File: src/rtl/dvb_cmd_pkg.sv
// Shared definitions for the DVB command parser: FSM states, ack status
// codes, ack byte0 prefix and header length.
package dvb_cmd_pkg;

  localparam int unsigned HDR_LEN = 4;

  localparam logic [7:0] ACK_PREFIX = 8'hC0;

  localparam logic [7:0] ST_OK     = 8'h00;
  localparam logic [7:0] ST_BAD_OP = 8'h01;
  localparam logic [7:0] ST_SHORT  = 8'h02;
  localparam logic [7:0] ST_ODD    = 8'h03;
  localparam logic [7:0] ST_OVF    = 8'h04;

  typedef enum logic [2:0] {
    S_IDLE,
    S_HDR,
    S_PAY_HI,
    S_PAY_LO,
    S_DROP,
    S_ACK,
    S_WAIT_LOW
  } state_t;

  // First acknowledge byte: fixed prefix tagged with the opcode's low nibble.
  function automatic logic [7:0] ack_byte0(input logic [3:0] op_lo);
    return ACK_PREFIX | {4'h0, op_lo};
  endfunction

endpackage

File: src/rtl/dvb_cmd_parser_if.sv
// Bus bundle between the command bridge and the parser.
//   cmd_din/cmd_din_en         : framed command byte stream into the parser
//   reg_wr_addr/data/en        : 16-bit register write port
//   ack_dout/ack_dout_en       : 4-byte acknowledge stream back to the bridge
//   busy                       : parser is handling a frame or its ack
interface dvb_cmd_parser_if;
  logic [7:0]  cmd_din;
  logic        cmd_din_en;
  logic [11:0] reg_wr_addr;
  logic [15:0] reg_wr_data;
  logic        reg_wr_en;
  logic [7:0]  ack_dout;
  logic        ack_dout_en;
  logic        busy;

  modport master (
    output cmd_din, cmd_din_en,
    input  reg_wr_addr, reg_wr_data, reg_wr_en, ack_dout, ack_dout_en, busy
  );

  modport slave (
    input  cmd_din, cmd_din_en,
    output reg_wr_addr, reg_wr_data, reg_wr_en, ack_dout, ack_dout_en, busy
  );
endinterface

File: src/rtl/dvb_ack_tx.sv
// Acknowledge serializer: loads a 4-byte frame and shifts it out MSB byte
// first on consecutive cycles; done pulses with the last byte.
//   clk, rst   : clock, synchronous active-high reset
//   load       : capture frame; first byte is output on the next cycle
//   frame      : {byte0, byte1, byte2, byte3}
//   dout/dout_en : serialized byte and its valid (dout is 0 when not valid)
//   done       : high in the cycle the last byte is presented
module dvb_ack_tx (
  input  logic        clk,
  input  logic        rst,
  input  logic        load,
  input  logic [31:0] frame,
  output logic [7:0]  dout,
  output logic        dout_en,
  output logic        done
);

  logic [23:0] sh;
  logic [1:0]  cnt;

  // Load-and-shift; cnt counts bytes still to follow the current one.
  always_ff @(posedge clk) begin
    if (rst) begin
      dout    <= 8'h00;
      dout_en <= 1'b0;
      done    <= 1'b0;
      sh      <= 24'h0;
      cnt     <= 2'd0;
    end else if (load) begin
      dout    <= frame[31:24];
      dout_en <= 1'b1;
      done    <= 1'b0;
      sh      <= frame[23:0];
      cnt     <= 2'd3;
    end else if (cnt != 2'd0) begin
      dout    <= sh[23:16];
      sh      <= {sh[15:0], 8'h00};
      cnt     <= cnt - 2'd1;
      done    <= (cnt == 2'd1);
    end else begin
      dout    <= 8'h00;
      dout_en <= 1'b0;
      done    <= 1'b0;
    end
  end

endmodule

File: src/rtl/dvb_cmd_parser.sv
// DVB command parser: turns framed write commands into 16-bit register
// writes for the per-channel TS-merge configuration and returns a 4-byte ack.
//   clk_main, rst : clock, synchronous active-high reset
//   bus (slave)   : cmd_din/cmd_din_en in; reg_wr_*, ack_dout*, busy out
module dvb_cmd_parser
  import dvb_cmd_pkg::*;
#(
  parameter logic [7:0]  OPCODE_WR = 8'h40,
  parameter int unsigned MAX_WORDS = 64
) (
  input  logic             clk_main,
  input  logic             rst,
  dvb_cmd_parser_if.slave  bus
);

  state_t     state;
  logic [3:0] op_lo;
  logic [3:0] chan;
  logic [7:0] idx;
  logic [7:0] wcnt;
  logic [7:0] hi_byte;
  logic [7:0] status;
  logic [1:0] hcnt;

  logic        ack_load_c;
  logic [7:0]  ack_status_c;
  logic        ack_done;

  // Frame end (enable low while parsing) triggers the ack; errors that are
  // only known at the end (short header, odd payload) resolve here unless an
  // earlier error already claimed the status.
  always_comb begin
    ack_load_c   = 1'b0;
    ack_status_c = status;
    if (!bus.cmd_din_en && (state == S_HDR || state == S_PAY_HI ||
                            state == S_PAY_LO || state == S_DROP)) begin
      ack_load_c = 1'b1;
    end
    if (status == ST_OK) begin
      if (state == S_HDR)        ack_status_c = ST_SHORT;
      else if (state == S_PAY_LO) ack_status_c = ST_ODD;
    end
  end

  // Parser FSM with registered write port and busy.
  always_ff @(posedge clk_main) begin
    if (rst) begin
      // A frame still in flight across reset is skipped until enable drops.
      state           <= bus.cmd_din_en ? S_WAIT_LOW : S_IDLE;
      op_lo           <= 4'h0;
      chan            <= 4'h0;
      idx             <= 8'h00;
      wcnt            <= 8'h00;
      hi_byte         <= 8'h00;
      status          <= ST_OK;
      hcnt            <= 2'd0;
      bus.reg_wr_addr <= 12'h000;
      bus.reg_wr_data <= 16'h0000;
      bus.reg_wr_en   <= 1'b0;
      bus.busy        <= 1'b0;
    end else begin
      bus.reg_wr_en <= 1'b0;
      case (state)
        S_IDLE: begin
          if (bus.cmd_din_en) begin
            op_lo    <= bus.cmd_din[3:0];
            chan     <= 4'h0;
            idx      <= 8'h00;
            wcnt     <= 8'h00;
            hcnt     <= 2'd1;
            status   <= (bus.cmd_din == OPCODE_WR) ? ST_OK : ST_BAD_OP;
            bus.busy <= 1'b1;
            state    <= S_HDR;
          end
        end
        S_HDR: begin
          if (!bus.cmd_din_en) begin
            state <= S_ACK;
          end else begin
            // Byte 3 (flags) carries nothing the parser acts on.
            case (hcnt)
              2'd1:    chan <= bus.cmd_din[3:0];
              2'd2:    idx  <= bus.cmd_din;
              default: ;
            endcase
            hcnt <= hcnt + 2'd1;
            if (hcnt == 2'(HDR_LEN - 1)) begin
              state <= (status == ST_OK) ? S_PAY_HI : S_DROP;
            end
          end
        end
        S_PAY_HI: begin
          if (!bus.cmd_din_en) begin
            state <= S_ACK;
          end else begin
            hi_byte <= bus.cmd_din;
            state   <= S_PAY_LO;
          end
        end
        S_PAY_LO: begin
          if (!bus.cmd_din_en) begin
            state <= S_ACK;
          end else begin
            if (wcnt != 8'(MAX_WORDS)) begin
              bus.reg_wr_en   <= 1'b1;
              bus.reg_wr_addr <= {chan, idx};
              bus.reg_wr_data <= {hi_byte, bus.cmd_din};
              idx             <= idx + 8'd1;
              wcnt            <= wcnt + 8'd1;
            end else if (status == ST_OK) begin
              status <= ST_OVF;
            end
            state <= S_PAY_HI;
          end
        end
        S_DROP: begin
          if (!bus.cmd_din_en) state <= S_ACK;
        end
        S_ACK: begin
          // A frame that began during the ack is skipped in full.
          if (ack_done) begin
            bus.busy <= 1'b0;
            state    <= bus.cmd_din_en ? S_WAIT_LOW : S_IDLE;
          end
        end
        S_WAIT_LOW: begin
          if (!bus.cmd_din_en) state <= S_IDLE;
        end
        default: state <= S_IDLE;
      endcase
    end
  end

  dvb_ack_tx u_ack_tx (
    .clk     (clk_main),
    .rst     (rst),
    .load    (ack_load_c),
    .frame   ({ack_byte0(op_lo), {4'h0, chan}, wcnt, ack_status_c}),
    .dout    (bus.ack_dout),
    .dout_en (bus.ack_dout_en),
    .done    (ack_done)
  );

endmodule

File: src/flat_wrapper.sv
// flat-port wrapper written by rule: the top's interface ports become plain ports
module dvb_cmd_parser_flat import dvb_cmd_pkg::*;
#(
  parameter logic [7:0]  OPCODE_WR = 8'h40,
  parameter int unsigned MAX_WORDS = 64
)
  (clk_main, rst, bus_cmd_din, bus_cmd_din_en, bus_reg_wr_addr, bus_reg_wr_data, bus_reg_wr_en, bus_ack_dout, bus_ack_dout_en, bus_busy);
  dvb_cmd_parser_if bus_i ();
  input  logic clk_main;
  input  logic rst;
  input wire logic [$bits(bus_i.cmd_din)-1:0] bus_cmd_din;
  input wire logic [$bits(bus_i.cmd_din_en)-1:0] bus_cmd_din_en;
  output wire logic [$bits(bus_i.reg_wr_addr)-1:0] bus_reg_wr_addr;
  output wire logic [$bits(bus_i.reg_wr_data)-1:0] bus_reg_wr_data;
  output wire logic [$bits(bus_i.reg_wr_en)-1:0] bus_reg_wr_en;
  output wire logic [$bits(bus_i.ack_dout)-1:0] bus_ack_dout;
  output wire logic [$bits(bus_i.ack_dout_en)-1:0] bus_ack_dout_en;
  output wire logic [$bits(bus_i.busy)-1:0] bus_busy;
  assign bus_i.cmd_din = bus_cmd_din;
  assign bus_i.cmd_din_en = bus_cmd_din_en;
  assign bus_reg_wr_addr = bus_i.reg_wr_addr;
  assign bus_reg_wr_data = bus_i.reg_wr_data;
  assign bus_reg_wr_en = bus_i.reg_wr_en;
  assign bus_ack_dout = bus_i.ack_dout;
  assign bus_ack_dout_en = bus_i.ack_dout_en;
  assign bus_busy = bus_i.busy;
  dvb_cmd_parser #(.OPCODE_WR(OPCODE_WR), .MAX_WORDS(MAX_WORDS)) u_core (.clk_main(clk_main), .rst(rst), .bus(bus_i));
endmodule
File: config.mk
export PLATFORM = sky130hd
export DESIGN_NAME = dvb_cmd_parser_flat
export DESIGN_NICKNAME = d
export VERILOG_FILES = /design/src/rtl/dvb_cmd_pkg.sv /design/src/rtl/dvb_cmd_parser_if.sv /design/src/rtl/dvb_ack_tx.sv /design/src/rtl/dvb_cmd_parser.sv /design/src/flat_wrapper.sv
export SDC_FILE = /design/constraint.sdc
export NUM_CORES = 1
export LEC_CHECK = 0
export CAP_MARGIN = 20
export CORE_ASPECT_RATIO = 0.5
export CORE_MARGIN = 10
export CORE_UTILIZATION = 25
export DETAILED_ROUTE_END_ITERATION = 8
export PLACE_DENSITY = 0.4
export SYNTH_ARGS = -nofsm -noshare
export SYNTH_HDL_FRONTEND = slang
export SYNTH_SLANG_ARGS = --single-unit
File: constraint.sdc
create_clock -name clk_main -period 2.4 [get_ports clk_main]
set_clock_uncertainty 0.05 [all_clocks]
set_input_delay 0.24 -clock clk_main [delete_from_list [all_inputs] [get_ports clk_main]]
set_output_delay 0.24 -clock clk_main [all_outputs]
set_load 0.05 [all_outputs]
* After elaboration in Yosys (flattened, before gate mapping)
Cells that the tools add are included.
Storage, ports and cells: flip-flop bits (word level) 111, input bits 11, output and inout port bits 39, logic and storage cells 129
Operators by class: add/subtract/negate cells 4, equality and inequality tests 27, mux-type cells 50, bitwise gates (word level) 3, reduce and logical (&&, ||, !) cells 26
Operators by type and width (number):
- 2-to-1 mux 8 bit | 16
- 2-to-1 mux 20 bit | 2
- 2-to-1 mux 3 bit | 11
- case mux 8 bit (2 select lines) | 2
- case mux 8 bit (3 select lines) | 1
- case mux 3 bit (7 select lines) | 1
- adder 8 x 1 -> 8 bit (second input constant) | 2
- inequality test 2 bit (second input constant) | 8
- 2-to-1 mux 4 bit | 3
- inequality test 3 bit (second input constant) | 4
- AND reduction 5 bit | 2
- nonzero test 2 bit | 5
- == test 3 bit (second input constant) | 3
- AND reduction 3 bit | 3
- == test 8 x 7 -> 1 bit (second input constant) | 1
- logical NOT 8 bit | 1
- 2-to-1 mux 2 bit | 4
- inequality test 8 x 7 -> 1 bit (second input constant) | 1
- case mux 4 bit (2 select lines) | 1
- AND reduction 4 bit | 2
- 2-to-1 mux 1 bit | 7
- == test 3 x 2 -> 1 bit (second input constant) | 2
- AND reduction 6 bit | 1
- OR reduction 3 bit | 2
- other kinds (17) | 25

* Logic depth before layout (Yosys ltp)
depth in word-level cells 7, gate-level depth with buffers 7, gate-level depth less buffers 6

* By module
A second synthesis with hierarchy kept.
Second synthesis, totals: cell total of the unflattened synthesis 530, area total of the unflattened synthesis 4698.3 um2
Modules (own cells, without submodules):
- dvb_cmd_parser | times used 1, cells each 371, area each 3091.7 um2, sequential area each 1411.4 um2
- dvb_ack_tx | times used 1, cells each 159, area each 1606.5 um2, sequential area each 720.7 um2

* Worst setup path before layout
OpenSTA, ideal clock, no wires.
path kind register to register, from register u_core.wcnt[0], to register u_core.wcnt[5], setup time 0.070 ns, arrival time 1.643 ns, data required time 2.280 ns, setup slack 0.637 ns, cell stages (with the launch flop) 7, path buffers 0, clock period less this slack 1.763 ns, cell sequence dfxtp_1 -> inv_1 -> ha_1 -> and4bb_1 -> a21o_1 -> or4_1 -> a21oi_1
Between the ends: word-level cells in the longest chain between the ends 4, elaborated cells between the ends (all ways) 7, classes of those cells 1 x add/sub; 2 x eq/ne; 3 x mux; 1 x reduce/logical
RTL lines:
- start: declaration | RTL line dvb_cmd_parser.sv:20 | logic [7:0] wcnt;
- start signal: assignment | RTL line dvb_cmd_parser.sv:109 | wcnt <= wcnt + 8'd1;
- adder 8 x 1 -> 8 bit | RTL line dvb_cmd_parser.sv:109
- 2-to-1 mux 8 bit | RTL line dvb_cmd_parser.sv:104 | if (wcnt != 8'(MAX_WORDS)) begin
- 2-to-1 mux 8 bit | RTL line dvb_cmd_parser.sv:101 | if (!bus.cmd_din_en) begin
- case mux 8 bit (2 select lines) | RTL line dvb_cmd_parser.sv:63 | case (state)
Several ways; a longest one is shown, not always the timed one. The select of a mux whose other input is x is not followed. A chain may end at the register's enable or synchronous reset.

* Worst setup path in the final report
from register u_core.state[0], to register u_core.u_ack_tx.done
Between the ends: word-level cells in the longest chain between the ends 7, elaborated cells between the ends (all ways) 10, classes of those cells 4 x eq/ne; 1 x mux; 5 x reduce/logical
RTL lines:
- start: declaration | RTL line dvb_cmd_parser.sv:16 | state_t state;
- start signal: assignment | RTL line dvb_cmd_parser.sv:49 | state <= bus.cmd_din_en ? S_WAIT_LOW : S_IDLE;
- start signal: assignment | RTL line dvb_cmd_parser.sv:88 | state <= (status == ST_OK) ? S_PAY_HI : S_DROP;
- start signal: assignment | RTL line dvb_cmd_parser.sv:123 | state <= bus.cmd_din_en ? S_WAIT_LOW : S_IDLE;
- == test 3 x 1 -> 1 bit or == test 3 x 2 -> 1 bit (tied branches) | RTL line dvb_cmd_parser.sv:35 | if (!bus.cmd_din_en && (state == S_HDR || state == S_PAY_HI ||
- logical OR 1 bit (2 in series) | RTL line dvb_cmd_parser.sv:35
- logical OR 1 bit (*) | RTL line dvb_cmd_parser.sv:36 | state == S_PAY_LO || state == S_DROP)) begin
- logical AND 1 bit (*) | RTL line dvb_cmd_parser.sv:35
- 2-to-1 mux 1 bit (*) | RTL line dvb_cmd_parser.sv:35
- OR reduction 3 bit (no source line) (*)
- end signal: assignment | RTL line dvb_ack_tx.sv:39 | done <= (cnt == 2'd1);
- end: declaration | RTL line dvb_ack_tx.sv:15 | output logic done
Every way passes the cells marked *; elsewhere a longest branch is shown, timed or not.

==> summary.md <==
| Metric | Value |
|---|---|
| # IOs | 50 |
| CP max stage cell | edfxtp_1 |
| Yosys synthesis warning count | 0 |
| Worst-Skew Late Latency | 0.35 ns |
| Mapped cell area | 4270 sq um |
| WP depth | 4 |
| Crit-path cells | nor3_1 > nor3b_2 > buf_4 > nor4b_1 |
| Root buffer cell | clkbuf_16 |
| Routed WL | 12,700 um |
| Hold crit path type | primary input to flop |
| Pre-antenna DRT Iters | 4 |
| Post-CTS Setup Repair Bufs | 0 |
| WHS Path Cells | 2 |
| Clock tree from TritonCTS | built |
| Slew Limit Fails | 0 |
| Worst Path Required | 2.53 ns |
| Seq/Total Area, Yosys | 0.476 |
| Share of cells above drive strength 1 | 0.0922 |
| Max Fanout on Critical Path | 18 |
| EDFF count, synth | 3 |
| Synth Register Bits | 100 |
| Pleak | 1.86 nW |
| R2r endpoint | u_core.u_ack_tx.done |
| Dpl hpwl | 8760 um |
| Die Y | 112 um |
| Synth Area in Adders | 0.0235 |
| Mapped Nets | 515 |
| Reg2Reg Setup Slack | 0.36 ns |
| # resized after CTS | 0 |
| PortBufs | 49 |
| Fin Setup TNS | 0 ns |
| Post-synthesis simple-gate area fraction | 0.239 |
| RR Startpoint | u_core.state[0] |
| Arrival @ worst endpoint | 2.17 ns |
| Starting density of the core | 0.258 |
| Post-DRT Antenna Nets | 0 |
| Peak VDD IR | 0.377 mV |
| Initial antenna violation count | 0 |
| Post-synthesis mux area share | 0.0519 |
| Worst Max-Slew Pin Slew | 0.683 ns |
| First-pass GRT wire length | 20,700 um |
| Post-Synthesis Cells | 496 |
| Drc violations | 0 |
| CP delay by family, top | simple AND/OR/NAND/NOR gates |
| Final hold vios | 0 |
| Synth Area in Compound Gates | 0.151 |
| Tot GR Track Use | 0.113 |
| H-tree levels | 3 |
| Die span in x | 205 um |
| Total clock sinks | 100 |
| N_diodes | 0 |
| Synth Flop Type | dfxtp_1 |
| Async S/R FF share, synth | 0 |
| Total grt overflow | 0 |
| Reg clk slew, reported paths | 0.07 ns |
| Rows | 33 |
| First-iteration detailed-routing DRC count | 192 |
| Critical Path Start | u_core.state[0] |
| Tmin final | 2.04 ns |
| Crit end category | flop |
| Max-Cap Viols | 0 |
| Layout Nets | 567 |
| Post-layout util | 0.324 |
| CP peak stage delay | 0.60 ns |
| Worst Setup EP | u_core.u_ack_tx.done |
| Relative slew slack | 0.540 |
| CP Launch Type | flop |
| R2R cell count | 4 |
| Fmax | 491 MHz |
| Wire per inst | 16.3 um |
| CORE AREA | 16,600 sq um |
| Buf/Inv on CP | 1 |
| RSZ-0062 raised after global routing | no |
| Post-synthesis xor/xnor area fraction | 0.0123 |
| Area grow syn2layout | 25.8% |
| CTS Buffer Depth | 2 |
| Netlist cell types | 59 |
| Die Footprint | 23,000 sq um |
| Vias in the first global route | 3,560 |
| Status | finished clean |
| Setup CP Type | flop to flop |
| Period Utilization, post-route | 0.849 |
| Via count | 3,601 |
| Largest net degree at the start of global routing | 36 |
| Synthesized area per cell | 8.60 sq um |
| Main combinational cell family by area after synthesis | simple AND/OR/NAND/NOR gates |
| Total CTS buffers | 9 |
| Power density over cell area | 941 nW/um^2 |
| GPL Wtd Cong | 0.806 |
| Vias/cell | 4.62 |
| Setup Viol. Count Final | 0 |
| CTS Hold Bufs | 0 |
where the power goes:
group          total (mW)  switching (mW)  internal, mW
Combinational        1.60           0.981         0.617
Sequential           2.04           0.182          1.86
Clock                1.41           0.692         0.717
metal layers:
layer / routed length [um] / track usage / vias up
met5: 0 / 0 / -
met4: 78 / 0.0348 / 0
met3: 751 / 0.0373 / 4
met2: 5230 / 0.157 / 64
met1: 6650 / 0.161 / 1694
li1: - / - / 1839
kinds of logic after synthesis:
logic type	after synthesis
fa+ha+maj	8
buf+inv	46
mux	22
flops	100
xor+xnor	6
compound gates	107
simple gates	207
worst register-to-register path: stages, from the launching register on:
cell and delay, ns:
edfxtp_1 0.60, nor3_1 0.35, nor3b_2 0.08, buf_4 0.21
nor4b_1 0.58
layout make-up:
class	count	area, sq um
Timing Repair Buffer	73	681
Clock inverter	6	47.5
Clock buffer	10	229
Tap cell	227	284
Fill cell	1763	11200
Inverter	14	52.6
Sequential cell	100	2030
Multi-Input combinational cell	350	2040
cells in the mapped netlist (all sizes together) (6+ instances only):
cell type	instances	area (sq um)
nand3	18	90.1
clkbuf	21	78.8
nor3	16	85.1
nand2	92	345
a21oi	65	329
a211oi	9	67.6
inv	14	52.6
mux2i	21	210
nor2	38	143
nand2b	6	37.5
and3	6	37.5
ha	8	100
dfxtp	97	1940
buf	11	61.3
cells in the final DEF, fill, tap and decap left out, drive strengths merged, types with 16 or more instances in the layout:
cell	n
dfxtp	97
nand2	92
a21oi	65
clkdlybuf4s50	48
nor2	38
buf	25
mux2i	21
nand3	18
inv	17
nor3	16
through the flow:
step | cell area [sq um] | cells | total power [mW] | worst slack, ns | hold WS (ns)
6_report | 5370 | 780 | 5.05 | 0.362 | 0.249
5_1_grt | 5370 | 780 | 5.37 | 0.212 | 0.250
4_1_cts | 5370 | 780 | 5.13 | 0.360 | 0.223
3_5_place_dp | 5090 | 764 | 3.69 | 0.283 | 0.396
3_3_place_gp | 5090 | 764 | 3.69 | 0.317 | 0.393
2_1_floorplan | 4270 | 496 | 3.15 | 0.637 | 0.326
how the worst min path moves through the flow:
stage          slack, ns                          to                       from
2_1_floorplan       0.33             u_core.op_lo[0]             bus_cmd_din[0]
3_3_place_gp        0.39   u_core.bus.reg_wr_data[1]  u_core.bus.reg_wr_data[1]
3_5_place_dp        0.40  u_core.bus.reg_wr_data[14]          u_core.hi_byte[6]
4_1_cts             0.22       u_core.u_ack_tx.sh[1]                        rst
5_1_grt             0.25       u_core.u_ack_tx.sh[1]                        rst
6_report            0.25       u_core.u_ack_tx.sh[1]                        rst
flip-flops by register name, indices dropped and copies added, names as in the netlist, 4 cells and up:
name	cells
u_core.bus.reg_wr_addr	12
u_core.op_lo	4
u_core.wcnt	8
u_core.hi_byte	8
u_core.bus.reg_wr_data	16
u_core.u_ack_tx.sh	19
u_core.chan	4
u_core.idx	8
u_core.u_ack_tx.dout	8
Note: power is estimated with default switching activity, not from simulation.
